### src/rtl/trap_ctrl_pkg.sv
// Shared types and constants for the pipeline/trap controller.
// Interrupt-enable bit positions and the vectored-trap helpers live here.
package trap_ctrl_pkg;

    localparam int MSIP           = 3;
    localparam int MTIP           = 7;
    localparam int MEIP           = 11;
    localparam int LOCAL_IRQ_BASE = 16;

    // Bit 5 is the interrupt flag, so exception and interrupt codes never collide.
    typedef enum logic [5:0] {
        CAUSE_INSN_MISALIGN  = 6'h00,
        CAUSE_INSN_ACCESS    = 6'h01,
        CAUSE_ILLEGAL_INSN   = 6'h02,
        CAUSE_BREAKPOINT     = 6'h03,
        CAUSE_LOAD_MISALIGN  = 6'h04,
        CAUSE_LOAD_ACCESS    = 6'h05,
        CAUSE_STORE_MISALIGN = 6'h06,
        CAUSE_STORE_ACCESS   = 6'h07,
        CAUSE_ECALL_M        = 6'h0B,
        CAUSE_IRQ_MSI        = 6'h23,
        CAUSE_IRQ_MTI        = 6'h27,
        CAUSE_IRQ_MEI        = 6'h2B,
        CAUSE_IRQ_LOCAL0     = 6'h30
    } trap_cause_e;

    typedef enum logic [1:0] {
        MTVEC_DIRECT   = 2'd0,
        MTVEC_VECTORED = 2'd1
    } mtvec_mode_e;

    typedef enum logic {
        RUN   = 1'b0,
        FLUSH = 1'b1
    } ctrl_state_e;

    function automatic logic [31:0] irq_mask(input int num_local);
        logic [31:0] m;
        m       = 32'd0;
        m[MSIP] = 1'b1;
        m[MTIP] = 1'b1;
        m[MEIP] = 1'b1;
        for (int i = 0; i < 16; i++) begin
            if (i < num_local) m[LOCAL_IRQ_BASE + i] = 1'b1;
            else               m[LOCAL_IRQ_BASE + i] = 1'b0;
        end
        return m;
    endfunction

endpackage

### src/rtl/trap_ctrl_irq_prio_enc.sv
// Machine interrupt priority encoder: MEI > MSI > MTI > local lines (lowest index first).
// The input is expected to be already masked to the implemented interrupt bits.
module irq_prio_enc
    import trap_ctrl_pkg::*;
#(
    parameter int NUM_LOCAL_IRQ = 16
) (
    input  logic [31:0] pend_i,
    output logic        valid_o,
    output logic [4:0]  code_o
);

    // Fixed-priority selection of the winning interrupt code.
    always_comb begin
        valid_o = |pend_i;
        code_o  = 5'd0;
        if (pend_i[MEIP]) begin
            code_o = 5'(MEIP);
        end else if (pend_i[MSIP]) begin
            code_o = 5'(MSIP);
        end else if (pend_i[MTIP]) begin
            code_o = 5'(MTIP);
        end else begin
            for (int i = 15; i >= 0; i--) begin
                code_o = ((i < NUM_LOCAL_IRQ) && pend_i[LOCAL_IRQ_BASE + i])
                         ? 5'(LOCAL_IRQ_BASE + i) : code_o;
            end
        end
    end

endmodule

### src/rtl/trap_ctrl.sv
// Fetch-PC / stall / flush controller with synchronous exceptions, machine interrupts
// and MRET; produces a registered trap record and commit pulses for the CSR file.
module trap_ctrl
    import trap_ctrl_pkg::*;
#(
    parameter int          NUM_LOCAL_IRQ = 16,
    parameter logic [31:0] RESET_PC      = 32'h0000_0000,
    parameter int          FLUSH_CYCLES  = 2
) (
    input  logic        clk,
    input  logic        reset,
    input  logic        retire_valid_i,
    input  logic [31:0] retire_pc_i,
    input  logic        exc_valid_i,
    input  logic [4:0]  exc_code_i,
    input  logic [31:0] exc_tval_i,
    input  logic        mret_i,
    input  logic        branched_i,
    input  logic [31:0] new_pc_i,
    input  logic        stall_req_i,
    input  logic        mstatus_mie_i,
    input  logic [31:0] mie_i,
    input  logic [31:0] mip_i,
    input  logic [29:0] mtvec_base_i,
    input  logic [1:0]  mtvec_mode_i,
    input  logic [31:0] mepc_i,
    output logic [31:0] pc_o,
    output logic        fetch_stall_o,
    output logic        decode_stall_o,
    output logic        execute_stall_o,
    output logic        memory_stall_o,
    output logic        wb_stall_o,
    output logic        flush_o,
    output logic        trap_taken_o,
    output logic        mret_taken_o,
    output logic [31:0] trap_cause_o,
    output logic [31:0] trap_value_o,
    output logic [31:0] trap_epc_o
);

    localparam logic [31:0] IRQ_MASK  = irq_mask(NUM_LOCAL_IRQ);
    localparam logic [2:0]  FLUSH_TOP = 3'(FLUSH_CYCLES - 1);

    ctrl_state_e state_q, state_d;
    logic [2:0]  cnt_q, cnt_d;
    logic [31:0] pc_q, pc_d;
    logic        trap_taken_q, trap_taken_d;
    logic        mret_taken_q, mret_taken_d;
    logic [31:0] cause_q, cause_d;
    logic [31:0] value_q, value_d;
    logic [31:0] epc_q, epc_d;

    logic [31:0] pend_s;
    logic        irq_valid_s;
    logic [4:0]  irq_code_s;
    logic [31:0] trap_base_s;
    logic [31:0] irq_target_s;

    assign pend_s = mie_i & mip_i & IRQ_MASK;

    irq_prio_enc #(
        .NUM_LOCAL_IRQ (NUM_LOCAL_IRQ)
    ) u_prio (
        .pend_i  (pend_s),
        .valid_o (irq_valid_s),
        .code_o  (irq_code_s)
    );

    assign trap_base_s  = {mtvec_base_i, 2'b00};
    assign irq_target_s = (mtvec_mode_i == MTVEC_VECTORED)
                          ? (trap_base_s + {25'd0, irq_code_s, 2'b00}) : trap_base_s;

    // Next-state: event priority in RUN, flush countdown in FLUSH.
    always_comb begin
        state_d      = state_q;
        cnt_d        = cnt_q;
        pc_d         = pc_q;
        trap_taken_d = 1'b0;
        mret_taken_d = 1'b0;
        cause_d      = cause_q;
        value_d      = value_q;
        epc_d        = epc_q;
        case (state_q)
            RUN: begin
                if (stall_req_i) begin
                    pc_d = pc_q;
                end else if (exc_valid_i && retire_valid_i) begin
                    pc_d         = trap_base_s;
                    cause_d      = {27'd0, exc_code_i};
                    value_d      = exc_tval_i;
                    epc_d        = retire_pc_i;
                    trap_taken_d = 1'b1;
                    state_d      = FLUSH;
                    cnt_d        = FLUSH_TOP;
                end else if (mstatus_mie_i && retire_valid_i && irq_valid_s) begin
                    pc_d         = irq_target_s;
                    cause_d      = {1'b1, 26'd0, irq_code_s};
                    value_d      = 32'd0;
                    epc_d        = retire_pc_i;
                    trap_taken_d = 1'b1;
                    state_d      = FLUSH;
                    cnt_d        = FLUSH_TOP;
                end else if (mret_i && retire_valid_i) begin
                    pc_d         = mepc_i;
                    mret_taken_d = 1'b1;
                    state_d      = FLUSH;
                    cnt_d        = FLUSH_TOP;
                end else if (branched_i) begin
                    pc_d    = new_pc_i;
                    state_d = FLUSH;
                    cnt_d   = FLUSH_TOP;
                end else begin
                    pc_d = pc_q + 32'd4;
                end
            end
            FLUSH: begin
                if (cnt_q == 3'd0) begin
                    state_d = RUN;
                end else begin
                    cnt_d = cnt_q - 3'd1;
                end
            end
            default: begin
                state_d = RUN;
                cnt_d   = 3'd0;
            end
        endcase
    end

    // Controller state, PC and trap record registers.
    always_ff @(posedge clk or negedge reset) begin
        if (!reset) begin
            state_q      <= RUN;
            cnt_q        <= 3'd0;
            pc_q         <= RESET_PC;
            trap_taken_q <= 1'b0;
            mret_taken_q <= 1'b0;
            cause_q      <= 32'd0;
            value_q      <= 32'd0;
            epc_q        <= 32'd0;
        end else begin
            state_q      <= state_d;
            cnt_q        <= cnt_d;
            pc_q         <= pc_d;
            trap_taken_q <= trap_taken_d;
            mret_taken_q <= mret_taken_d;
            cause_q      <= cause_d;
            value_q      <= value_d;
            epc_q        <= epc_d;
        end
    end

    // Memory waits must freeze the front of the pipe in the same cycle, so stalls follow stall_req_i directly.
    assign fetch_stall_o   = stall_req_i | (state_q == FLUSH);
    assign decode_stall_o  = stall_req_i;
    assign execute_stall_o = stall_req_i;
    assign memory_stall_o  = stall_req_i;
    assign wb_stall_o      = 1'b0;
    assign flush_o         = (state_q == FLUSH);
    assign pc_o            = pc_q;
    assign trap_taken_o    = trap_taken_q;
    assign mret_taken_o    = mret_taken_q;
    assign trap_cause_o    = cause_q;
    assign trap_value_o    = value_q;
    assign trap_epc_o      = epc_q;

endmodule

### config.mk
export PLATFORM = sky130hd
export DESIGN_NAME = trap_ctrl
export DESIGN_NICKNAME = d
export VERILOG_FILES = /design/src/rtl/trap_ctrl_pkg.sv /design/src/rtl/trap_ctrl_irq_prio_enc.sv /design/src/rtl/trap_ctrl.sv
export SDC_FILE = /design/constraint.sdc
export NUM_CORES = 1
export LEC_CHECK = 0
export CAP_MARGIN = 20
export CORE_ASPECT_RATIO = 0.8
export CORE_MARGIN = 4
export CORE_UTILIZATION = 30
export CTS_BUF_LIST = sky130_fd_sc_hd__clkbuf_8
export DETAILED_ROUTE_END_ITERATION = 10
export HOLD_SLACK_MARGIN = 0.1
export PLACE_DENSITY = 0.66
export SLEW_MARGIN = 0
export SYNTH_ARGS = -nofsm -noshare
export SYNTH_HDL_FRONTEND = slang
export SYNTH_HIERARCHICAL = 1
export SYNTH_SLANG_ARGS = --single-unit
### constraint.sdc
create_clock -name clk -period 2 [get_ports clk]
set_input_delay 0.3 -clock clk [delete_from_list [all_inputs] [get_ports clk]]
set_output_delay 0.3 -clock clk [all_outputs]
set_load 0.1 [all_outputs]
==> qor.txt <==
Seq/Total Area, Yosys: 38.3%
CP Capture Type: flip-flop
Root Buffer: clkbuf_8
placed instance area: 12000 um2
critical path arrival: 3.14 ns
Starting Density: 31.0%
mapped cell area: 7060 um2
ANT nets after route: 0
Synth area leaders: dfrtp_1 38%, nand2_1 9.1%, a22o_1 4.1%, buf_4 3.2%, o21ai_0 3.0%
startpoint types: input pin
fin util: 61.0%
clk slew on worst S/H paths: 0.12 ns
Max clock buf depth: 2
Via Count: 8965
fmax: 352 MHz
Period minus WS final: 2.84 ns
CTS tree: yes
worst vdd rail ir drop: 1.88 mV
largest net degree at the start of global routing: 42
CP Data Required Time: 2.29 ns
Critical Path Start: mip_i[11]
first-pass GRT wire length: 52.7 mm
WP buf/inv: 2
Avg Cell Area, Syn: 8.31 um2
status: complete, but fails checks
overall power: 20.4 mW
WP depth: 14
Clock Sinks: 108
fraction of synthesized cell area taken by the top area cell type: 38.3%
CP top delay family: compound AO/OA/AOI/OAI gates
Final Skew: 0.0144 ns
final hold violation count: 0
FF+latch count, synth: 108
Final TNS setup: -47.12 ns
r2r endpoint: pc_o[24]$_DFFE_PN0P_
initial antenna violation count: 0
Worst-Margin Slew: 0.724 ns
fill count: 1925
Yosys warnings: 6
Hold Crit Class: in2async
clk_lat worst skew: 0.41 ns
failing checks: negative setup slack
Gate Count Post-Synth: 850
commonest register cell after synthesis: dfrtp_1
Final HPWL DP: 25.5 mm
total grt overflow: 0
Relative slew margins: 51.1%
dpl cells: 1629
synth cell count leaders: 171 x nand2_1, 108 x dfrtp_1, 43 x o21ai_0, 41 x clkbuf_1, 39 x nor2_1
most common cell in the netlist: nand2_1
Leak: 6.30 nW
Synth area leader: dfrtp_1
router iterations before antenna repair: 5
number of enable flip-flop cells after synthesis: 0
Layout area overhead: 97.0%
worst hold slack: 0.352 ns
DR WL/cell: 20.4 um
MaxCap Viol Count: 0
Setup WS post-layout: -0.843 ns
Final setup violation count: 108
Synth cell types: 72
crit-path max FO: 5
final worst-path cycle share: 142%
non-filler cells, final: 1711
slowest cell on the critical path: or3_4
crit-path cells: buf_6 -> and2_4 -> or3_4 -> o31ai_4 -> a31oi_2 -> ha_2 -> fa_2 -> a21oi_4 -> a2bb2oi_4 -> buf_12 -> nor4_4 -> xnor2_1 -> o221ai_1 -> a22o_1
Ports: 373
Post-Route WL: 34.9 mm
share of cells above drive strength 1: 43.6%
Worst Setup Slack post-DPL: -1.59 ns
Reg2Reg Setup Slack: -0.45 ns
vias in the first global route: 9043
Final nets: 1646
PortBufs: 319
r2r startpoint: pc_o[2]$_DFFE_PN0P_
Vias/cell: 5.24
setup repair after global routing missed its margin: yes
Die Height: 145 um
Reg2Reg Depth: 7
Core Area: 22800 um2
Die Wd: 180 um
Remaining DRCs: 0
max-slew violations: 0
WS Path Type: in2reg
fin area: 13900 um2
Slowest Stage Delay on Critical Path: 0.43 ns
htree depth: 3
DIE AREA: 26100 um2
diodes inserted: 0
GRT Resource Usage Total: 25.2%
cts bufs inserted: 9
pwr/cell area: 1470 nW/um2
Synth async-reset ratio: 100%
number of DRC markers in iteration 0: 702
Final GP Congestion: 0.939
num rows: 49
==> report_power, final <==
group / switching (mW) / leakage [nW] / internal, mW
Combinational: 10.8 / 4.85 / 4.20
Clock: 0.943 / 0.106 / 0.515
Sequential: 0.754 / 1.34 / 3.22
Total: 12.5 / 6.30 / 7.93
==> cell type report <==
cell class / count / area [um2] / share of cell area, %
Timing Repair Buffer: 580 / 5400 / 38.8
Multi-Input combinational cell: 684 / 5130 / 36.9
Sequential cell: 108 / 2720 / 19.5
Tap cell: 306 / 383 / 2.75
Clock buffer: 9 / 124 / 0.890
Clock inverter: 7 / 83.8 / 0.602
Inverter: 17 / 76.3 / 0.549
==> how the worst max path moves through the flow <==
| stage | to | slack, ns |
|---|---|---|
| 2_1_floorplan | pc_o[20]$_DFFE_PN0P_ | -0.95 |
| 3_3_place_gp | pc_o[24]$_DFFE_PN0P_ | -1.54 |
| 3_5_place_dp | pc_o[14]$_DFFE_PN0P_ | -1.59 |
| 4_1_cts | pc_o[20]$_DFFE_PN0P_ | -0.78 |
| 5_1_grt | pc_o[29]$_DFFE_PN0P_ | -0.94 |
| 6_report | pc_o[26]$_DFFE_PN0P_ | -0.84 |
==> flip-flops by register name, summed over array words and instances, names as in the netlist <==
signal        cells
mret_taken_o      1
pc_o             32
trap_taken_o      1
trap_cause_o      6
trap_epc_o       32
cnt_q             3
flush_o           1
trap_value_o     32
==> per-layer routing <==
metal / GRT usage (%) / wire length [um] / vias up
met2: 41.8 / 16600 / 446
met4: 7.43 / 899 / 0
met1: 33.0 / 14700 / 4317
met3: 5.76 / 2730 / 57
met5: 0 / 0 / -
li1: - / - / 4145
==> worst register-to-register path: cells and delay by family (launching register included) <==
family,cells,cell delay (ns)
and+or+nand+nor,3,1.30
AOI/OAI and AO/OA,3,0.54
DFF,1,0.38
adders and majority gates,1,0.16
==> placed cells by master, fill, tap and decap left out, types with 15 or more instances in the layout <==
cell type        instances
buf_4                  300
clkdlybuf4s50_1        171
dfrtp_1                 98
nand2_1                 96
nand2_2                 51
conb_1                  40
buf_6                   40
a22o_1                  33
buf_12                  28
nor2_1                  26
nand3_1                 26
a21oi_1                 26
o21ai_0                 26
nand2_4                 22
and2_4                  19
inv_1                   15
xor2_1                  15
==> cell families after synthesis <==
group | count (synthesis) | share of synthesized area, %
buffers and inverters | 97 | 6.84
muxes | 14 | 2.00
adders and majority gates | 9 | 1.70
xor gates and xnor gates | 27 | 3.35
AOI/OAI and AO/OA | 229 | 22.9
other | 1 | 0.0531
and+or+nand+nor | 365 | 24.8
DFF | 108 | 38.3
==> what timing repair did <==
action,in CTS,in global routing
pin swaps,117,119
gates resized for setup,254,143
setup endpoints to repair,108,108
hold buffers,1,0
buffers inserted,53,22
cloned,11,0
hold endpoints to repair,21,0
Power figures use the tool's default switching activity.
